`src/rtl/spi_dma_burst.sv`:
```
// Burst DMA bridge between SpeedSPI streams and an Avalon-MM master port.
// One shared FIFO buffers read returns or write data; reads are credit-limited so the FIFO cannot overflow.
module spi_dma_burst #(
  parameter int ADDR_W     = 32,
  parameter int DATA_W     = 32,
  parameter int LEN_W      = 8,
  parameter int FIFO_DEPTH = 4
) (
  input  logic              clk,
  input  logic              rst,
  input  logic              cmd_valid,
  output logic              cmd_ready,
  input  logic              cmd_write,
  input  logic [ADDR_W-1:0] cmd_addr,
  input  logic [LEN_W-1:0]  cmd_len,
  input  logic              wr_valid,
  input  logic [DATA_W-1:0] wr_data,
  output logic              wr_ready,
  output logic              rd_valid,
  output logic [DATA_W-1:0] rd_data,
  input  logic              rd_ready,
  output logic              done,
  output logic              busy,
  output logic              avm_m1_read,
  output logic              avm_m1_write,
  output logic [ADDR_W-1:0] avm_m1_address,
  output logic [DATA_W-1:0] avm_m1_writedata,
  input  logic              avm_m1_waitrequest,
  input  logic              avm_m1_readdatavalid,
  input  logic [DATA_W-1:0] avm_m1_readdata
);
  localparam int PW = $clog2(FIFO_DEPTH);
  localparam int CW = PW + 1;

  localparam logic [2:0] S_IDLE  = 3'd0;
  localparam logic [2:0] S_RD    = 3'd1;
  localparam logic [2:0] S_DRAIN = 3'd2;
  localparam logic [2:0] S_WR    = 3'd3;
  localparam logic [2:0] S_DONE  = 3'd4;

  logic [2:0]        state_q, state_d;
  logic [ADDR_W-1:0] addr_q, addr_d;
  logic [LEN_W-1:0]  len_q, len_d;
  logic [LEN_W-1:0]  iss_q, iss_d;  // reads issued / writes completed
  logic [LEN_W-1:0]  ret_q, ret_d;  // read returns accepted
  logic [LEN_W-1:0]  acc_q, acc_d;  // write words accepted
  logic [PW-1:0]     wp_q, wp_d, rp_q, rp_d;
  logic [CW-1:0]     cnt_q, cnt_d, out_q, out_d;
  logic [DATA_W-1:0] mem_q [FIFO_DEPTH];

  logic rd_st, empty, full, credit_ok;
  logic rd_issue, rd_push, wr_push, push, rd_pop, wr_pop, pop;
  logic [DATA_W-1:0] push_data;

  assign rd_st     = (state_q == S_RD) || (state_q == S_DRAIN);
  assign empty     = (cnt_q == '0);
  assign full      = (cnt_q == CW'(FIFO_DEPTH));
  // Outstanding reads already own a FIFO slot, so they count against credit.
  assign credit_ok = ({1'b0, cnt_q} + {1'b0, out_q}) < (CW+1)'(FIFO_DEPTH);

  assign cmd_ready        = (state_q == S_IDLE);
  assign busy             = (state_q != S_IDLE);
  assign done             = (state_q == S_DONE);
  assign avm_m1_read      = (state_q == S_RD) && (iss_q != len_q) && credit_ok;
  assign avm_m1_write     = (state_q == S_WR) && !empty;
  assign avm_m1_address   = addr_q;
  assign avm_m1_writedata = avm_m1_write ? mem_q[rp_q] : '0;
  assign wr_ready         = (state_q == S_WR) && !full && (acc_q != len_q);
  assign rd_valid         = rd_st && !empty;
  assign rd_data          = rd_valid ? mem_q[rp_q] : '0;

  assign rd_issue  = avm_m1_read && !avm_m1_waitrequest;
  // Returns with nothing outstanding (stray or post-reset) are dropped.
  assign rd_push   = rd_st && avm_m1_readdatavalid && (out_q != '0);
  assign wr_push   = wr_valid && wr_ready;
  assign push      = rd_push || wr_push;
  assign push_data = rd_st ? avm_m1_readdata : wr_data;
  assign rd_pop    = rd_valid && rd_ready;
  assign wr_pop    = avm_m1_write && !avm_m1_waitrequest;
  assign pop       = rd_pop || wr_pop;

  always_comb begin
    state_d = state_q;
    addr_d  = addr_q;
    len_d   = len_q;
    iss_d   = iss_q + LEN_W'(rd_issue || wr_pop);
    ret_d   = ret_q + LEN_W'(rd_push);
    acc_d   = acc_q + LEN_W'(wr_push);
    wp_d    = wp_q + PW'(push);
    rp_d    = rp_q + PW'(pop);
    cnt_d   = cnt_q + CW'(push) - CW'(pop);
    out_d   = out_q + CW'(rd_issue) - CW'(rd_push);
    if (rd_issue || wr_pop) addr_d = addr_q + ADDR_W'(DATA_W / 8);
    case (state_q)
      S_IDLE: if (cmd_valid) begin
        addr_d  = cmd_addr;
        len_d   = cmd_len;
        iss_d   = '0;
        ret_d   = '0;
        acc_d   = '0;
        state_d = (cmd_len == '0) ? S_DONE : (cmd_write ? S_WR : S_RD);
      end
      S_RD:    if (iss_d == len_q) state_d = S_DRAIN;
      S_DRAIN: if ((ret_d == len_q) && (cnt_d == '0)) state_d = S_DONE;
      S_WR:    if (iss_d == len_q) state_d = S_DONE;
      S_DONE:  state_d = S_IDLE;
      default: state_d = S_IDLE;
    endcase
  end

  always_ff @(posedge clk) begin
    if (rst) begin
      state_q <= S_IDLE;
      addr_q  <= '0;
      len_q   <= '0;
      iss_q   <= '0;
      ret_q   <= '0;
      acc_q   <= '0;
      wp_q    <= '0;
      rp_q    <= '0;
      cnt_q   <= '0;
      out_q   <= '0;
    end else begin
      state_q <= state_d;
      addr_q  <= addr_d;
      len_q   <= len_d;
      iss_q   <= iss_d;
      ret_q   <= ret_d;
      acc_q   <= acc_d;
      wp_q    <= wp_d;
      rp_q    <= rp_d;
      cnt_q   <= cnt_d;
      out_q   <= out_d;
    end
  end

  always_ff @(posedge clk) begin
    if (push && !rst) mem_q[wp_q] <= push_data;
  end
endmodule

```
`config.mk`:
```
export PLATFORM = sky130hd
export DESIGN_NAME = spi_dma_burst
export DESIGN_NICKNAME = d
export VERILOG_FILES = /design/src/rtl/spi_dma_burst.sv
export SDC_FILE = /design/constraint.sdc
export NUM_CORES = 1
export LEC_CHECK = 0
export CORE_MARGIN = 8
export CORE_UTILIZATION = 35
export DETAILED_ROUTE_END_ITERATION = 12
export GPL_TIMING_DRIVEN = 0
export PLACE_DENSITY = 0.66
export SLEW_MARGIN = 10
export SYNTH_ARGS = -nofsm -noshare
export SYNTH_HDL_FRONTEND = slang
export SYNTH_SLANG_ARGS = --single-unit
```
`constraint.sdc`:
```
create_clock -name clk -period 5.7 [get_ports clk]
set_input_delay 1.14 -clock clk [delete_from_list [all_inputs] [get_ports clk]]
set_output_delay 1.14 -clock clk [all_outputs]
set_load 0.01 [all_outputs]
```
==> results of run 1 <==
[routing by layer]
layer / vias up / wire length [um]
li1: 3441 / -
met1: 3499 / 11900
met2: 240 / 12900
met3: 34 / 2000
met4: 0 / 406
met5: - / 0
[critical path, stage by stage, from the launching register on]
cell             delay, ns
dfxtp_1               0.33
clkbuf_1              0.35
buf_1                 0.72
mux4_2                0.60
and2_1                0.17
clkdlybuf4s50_1       0.53
[sequential cells by signal (all words and copies together) (netlist names)]
name	cells
mem_q	128
len_q	8
wp_q	2
avm_m1_address	32
acc_q	8
rp_q	2
state_q	3
ret_q	8
cnt_q	3
out_q	3
iss_q	8
[kinds of logic after synthesis]
family	after synthesis	share of synthesized area (%)
AO/OA/AOI/OAI	91	7.04
XOR/XNOR	59	5.71
adder cells (fa/ha/maj)	17	2.33
buffers and inverters	67	3.01
flip-flops	205	55.1
multiplexers	66	11.3
AND/OR/NAND/NOR	282	15.6
[where the power goes]
group / switching (mW) / total [mW] / internal (mW)
sequential: 0.127 / 1.94 / 1.81
clock: 0.610 / 1.51 / 0.896
combinational: 0.800 / 1.53 / 0.734
total: 1.54 / 4.98 / 3.44
[area by class of cell]
cell class	count	area, sq um	area share [%]
inverter	17	68.8	0.515
clock buffer	33	654	4.90
multi-input combinational	515	4130	30.9
clock inverter	9	123	0.918
buffer	50	225	1.69
tap	378	473	3.54
sequential	205	5390	40.3
timing repair buffer	234	2300	17.2
[final timing paths]
kind	startpoint	to	slack, ns
worst max-delay path	rp_q[0]	avm_m1_writedata[26]	1.32
worst min-delay path	avm_m1_address[0]	avm_m1_address[0]	0.45
worst max register to register	state_q[0]	state_q[1]	1.39
worst min register to register	avm_m1_address[0]	avm_m1_address[0]	0.45
[synthesized netlist by cell type (all sizes together) (2+ instances only)]
library cell	number	share of area [%]
edfxtp	128	39
dfxtp	77	16
and2	72	4.6
nor2	67	2.6
nand2	48	1.8
clkbuf	33	1.3
mux2	32	3.7
mux4	32	7.4
xor2	32	2.9
xnor2	24	2.2
a311oi	22	2.0
nand3	19	0.97
buf	17	1.0
inv	17	0.70
o21ai	16	0.82
ha	15	1.9
a21oi	14	0.76
or3	12	0.77
nand4	11	0.92
o31ai	10	0.77
or4	9	0.69
and3	8	0.51
nor4	8	0.51
nor3	7	0.41
and4	6	0.56
nor2b	6	0.46
a2111oi	5	0.46
a211oi	5	0.38
o211ai	3	0.42
xnor3	3	0.69
a21o	2	0.15
a31o	2	0.27
a31oi	2	0.13
fa	2	0.41
mux2i	2	0.20
nor4b	2	0.18
o2111ai	2	0.18
or2	2	0.13
[through the flow]
step           power (mW)  util [%]
3_3_place_gp         3.49      44.8
2_1_floorplan        2.84         -
4_1_cts              5.04      48.4
6_report             4.98      48.4
3_5_place_dp         3.52      45.5
5_1_grt              5.23      48.4
==> impl_metrics.toml, run 1 <==
[outcome]
outcome = "completed"

[cells_and_area]
diodes = 0
final_cell_mix = "214 x clkdlybuf4s50_1, 128 x edfxtp_1, 77 x dfxtp_1"
final_cell_area_sq_mm = 0.0134
drive_gt1_share_pct = 14.2
final_common_cell = "clkdlybuf4s50_1"
fill_cells = 2528
final_nets = 1176
fin_cells = 1441
area_growth_syn_to_layout_pct = 36.7

[global_routing]
antenna_found_initial = 0
gr-usage-met2_pct = 27.0
grt_pass1_vias = 7584
grt_pass1_wl_mm = 42.0
use_met3_pct = 4.33
grt_overflow = 0
use_met1_pct = 20.0
top_usage_layer = "met2"
grt_usage_pct = 15.9
grt_max_degree = 14

[routing]
via_count = 7214
drt_iter0_markers = 406
wl_mm = 27.2
via_per_inst = 5.01
antenna_left = 0
drtPass1Iterations = 5
routedWlPerCell_um = 18.9
route.detailed.drc = 0

[pwr]
powerDensity_mw_per_mm2 = 373
ir_worst_vdd_mv = 0.199
p_leak_nw = 4.65

[logic_synthesis]
synth_area_sq_mm = 0.00977
yosysWarnings = 0
yosysUniqueCellTypes = 66
netlist_instances = 787
synth_edf_count = 128
yosysSeqAreaShare_pct = 55.1
ys_ff_latch = 205
synth_area_per_cell_sq_um = 12.4
synth_ff_type = "edfxtp_1"
synth_nets = 916
async_flop_share_pct = 0

[setup_path]
crit_type = "flip-flop to primary output"
rr_worst_depth = 16
critPathLaunchType = "flip-flop"
endpoint_kind = "primary output"
worstPathArrival_ns = 3.24
cp_max_fo = 10
required_ns = 4.56

[sta]
layout_setup_ws_ns = 1.32
setup_viol = 0
whs_ns = 0.453
period_needed_ns = 4.38
clock_skew_ns = 0.0146
finalSetupTns_ns = 0
fin_crit_sh_pct = 76.9
worst_pin_slew_ns = 1.07
relSlewSlack_pct = 28.5
rsz0062_at_grt = "false"
fmax_mhz = 228
hold_viol = 0
slew_viol_final = 0

[floorplan]
start_util_pct = 35.4
dieHeight_um = 183
pin_count = 215
die_w_um = 183
num_rows = 61
die_area_sq_mm = 0.0335
core_sq_mm = 0.0276

[clock_tree]
cts-hold-fix-buffers = 0
cts.root.buffer_cell = "clkbuf_16"
cts_tree = "built"
post_cts_resized = 0
cts_buffer_depth = 3
cts_htree_levels = 1
clk_latency_ns = 0.53
cts_sinks = 205
cts_setup_buffers = 0
clk_pin_slew_worst_paths_ns = 0.06
cts_buffers = 24

[place]
place.port_buffers = 214
place_congestion = 0.821
placed_area_sq_mm = 0.0126
dpl_worst_slack_ns = 1.16
dpl.hpwl_mm = 20.2
place_inst = 1399

[flow_run]
cap_viol_max_count = 0

[hold_path]
holdCritPathClass = "flip-flop to flip-flop"
holdPathStages = 2
Power figures use the tool's default switching activity.
==> run 2, diff against run 1 <==
==> constraint.sdc (replaced) <==
create_clock -name clk -period 4.2 [get_ports clk]
set_input_delay 0.84 -clock clk [delete_from_list [all_inputs] [get_ports clk]]
set_output_delay 0.84 -clock clk [all_outputs]
set_load 0.01 [all_outputs]
==> impl_metrics.toml, run 2 (synthesized netlist as in run 1, its figures left out) <==
[pwr]
powerDensity_mw_per_mm2 = 506
pwr-share-comb_pct = 31.0
power_frac_seq_pct = 38.9
internal_power_mw = 4.68
p_sw_mw = 2.09
p_leak_nw = 4.66
total_power_mw = 6.77
ir_worst_vdd_mv = 0.270
swShare_pct = 30.9
clkPwrFrac_pct = 30.1

[clock_tree]
cts_sinks = 205
cts_buffer_depth = 3
cts_htree_levels = 1
cts_buffers = 24
cts.root.buffer_cell = "clkbuf_16"
cts_setup_buffers = 0
cts_tree = "built"
clk_pin_slew_worst_paths_ns = 0.06
clk_latency_ns = 0.53

[hold_path]
holdCritPathClass = "flip-flop to flip-flop"

[setup_path]
path_cells = "buf_4, nor2b_4, nand2_1, or2_1, buf_2, inv_4, clkbuf_1, and2_1, clkdlybuf4s50_1"
endpoint_kind = "primary output"
path_delay_family = "buffers and inverters"
worstPathArrival_ns = 3.05
crit_slowest_cell = "clkdlybuf4s50_1"
cp_num_buf_inv = 5
crit_type = "flip-flop to primary output"
critPathLaunchType = "flip-flop"
slowest_delay_ns = 0.55
cp_max_fo = 10
required_ns = 3.36

[floorplan]
pin_count = 215
die_w_um = 183
core_sq_mm = 0.0276
start_util_pct = 35.4
die_area_sq_mm = 0.0335
dieHeight_um = 183
num_rows = 61

[sta]
fin_crit_sh_pct = 92.6
finalSetupTns_ns = 0
period_needed_ns = 3.89
hold_viol = 0
layout_setup_ws_ns = 0.313
worst_pin_slew_ns = 0.769
rsz0062_at_grt = "false"
fmax_mhz = 257
clock_skew_ns = 0.0142
setup_viol = 0
relSlewSlack_pct = 48.7
slew_viol_final = 0

[cells_and_area]
drive_gt1_share_pct = 14.9
area_growth_syn_to_layout_pct = 37.0
multi_input_area_sq_mm = 0.00415
final_nets = 1176
utilization_pct = 48.5
final_common_cell = "clkdlybuf4s50_1"
seqCellArea_sq_mm = 0.00539
diodes = 0
largest_register_ffs = 128
top_register = "mem_q"
fill_cells = 2527
final_cell_mix = "214 x clkdlybuf4s50_1, 128 x edfxtp_1, 77 x dfxtp_1"

[outcome]
outcome = "completed"

[global_routing]
antenna_found_initial = 0
grt_pass1_vias = 7590
grt_max_degree = 14
grt_pass1_wl_mm = 42.1
grt_usage_pct = 15.9
grt_overflow = 0

[routing]
antenna_left = 0
wl_mm = 27.2
via_per_inst = 5.00
drtPass1Iterations = 5
via_count = 7201
drt_iter0_markers = 426
route.detailed.drc = 0
routedWlPerCell_um = 18.9

[place]
dpl_worst_slack_ns = -0.256
dpl.hpwl_mm = 20.2
place_congestion = 0.821
place.port_buffers = 214

[flow_run]
cap_viol_max_count = 0
run 2: worst reg2reg max path: cells and delay by family, from the launching register on:
family	cells	cell delay, ns
and+or+nand+nor	3	0.76
AOI/OAI and AO/OA	5	1.25
adders and majority gates	3	0.91
DFF	1	0.29
buffers and inverters	3	0.27
xor gates and xnor gates	1	0.18
run 2: path summary, 6_finish.rpt:
| check | from | end | slack (ns) | cells after the start |
|---|---|---|---|---|
| setup / recovery | state_q[0] | avm_m1_writedata[15] | 0.31 | 9 |
| hold reg to reg | avm_m1_address[0] | avm_m1_address[0] | 0.45 | 2 |
| hold / removal | avm_m1_address[0] | avm_m1_address[0] | 0.45 | 2 |
| setup reg to reg | state_q[0] | state_q[1] | 0.40 | 15 |
run 2: area by class of cell:
cell class,instances,share of cell area [%]
Buffer,50,1.77
Clock buffer,33,4.89
Clock inverter,9,0.916
Inverter,17,0.514
Multi-Input combinational cell,515,31.0
Sequential cell,205,40.2
Tap cell,378,3.53
Timing Repair Buffer,234,17.2
run 2: power groups by stage:
stage,logic [mW],registers (mW),clock network [mW]
2_1_floorplan,1.18,2.67,0
3_3_place_gp,2.07,2.67,0
3_5_place_dp,2.10,2.67,0
4_1_cts,2.12,2.63,2.09
5_1_grt,2.30,2.66,2.16
6_report,2.10,2.63,2.04
run 2: timing repair:
item	CTS	global route
gates resized for setup	4	8
endpoints found under the setup margin	24	22
hold buffers	0	0
endpoints found under the hold margin	0	0
pin swaps	0	0
run 2: routing by layer:
metal	GRT usage [%]	part of all wire (%)	vias up
met1	20.0	44	3485
met3	4.33	7.1	36
met2	26.9	47	241
met5	0	0	-
met4	3.19	1.5	0
li1	-	-	3439
run 2: per-stage QoR:
| stage | hold slack (ns) | instance area (sq um) | std cells |
|---|---|---|---|
| after global routing | 0.497 | 13400 | 1441 |
| after floorplan | 0.481 | 9770 | 787 |
| after CTS | 0.458 | 13400 | 1441 |
| after detailed placement | 0.450 | 12600 | 1399 |
| after global placement | 0.446 | 12400 | 1379 |
| final | 0.453 | 13400 | 1441 |
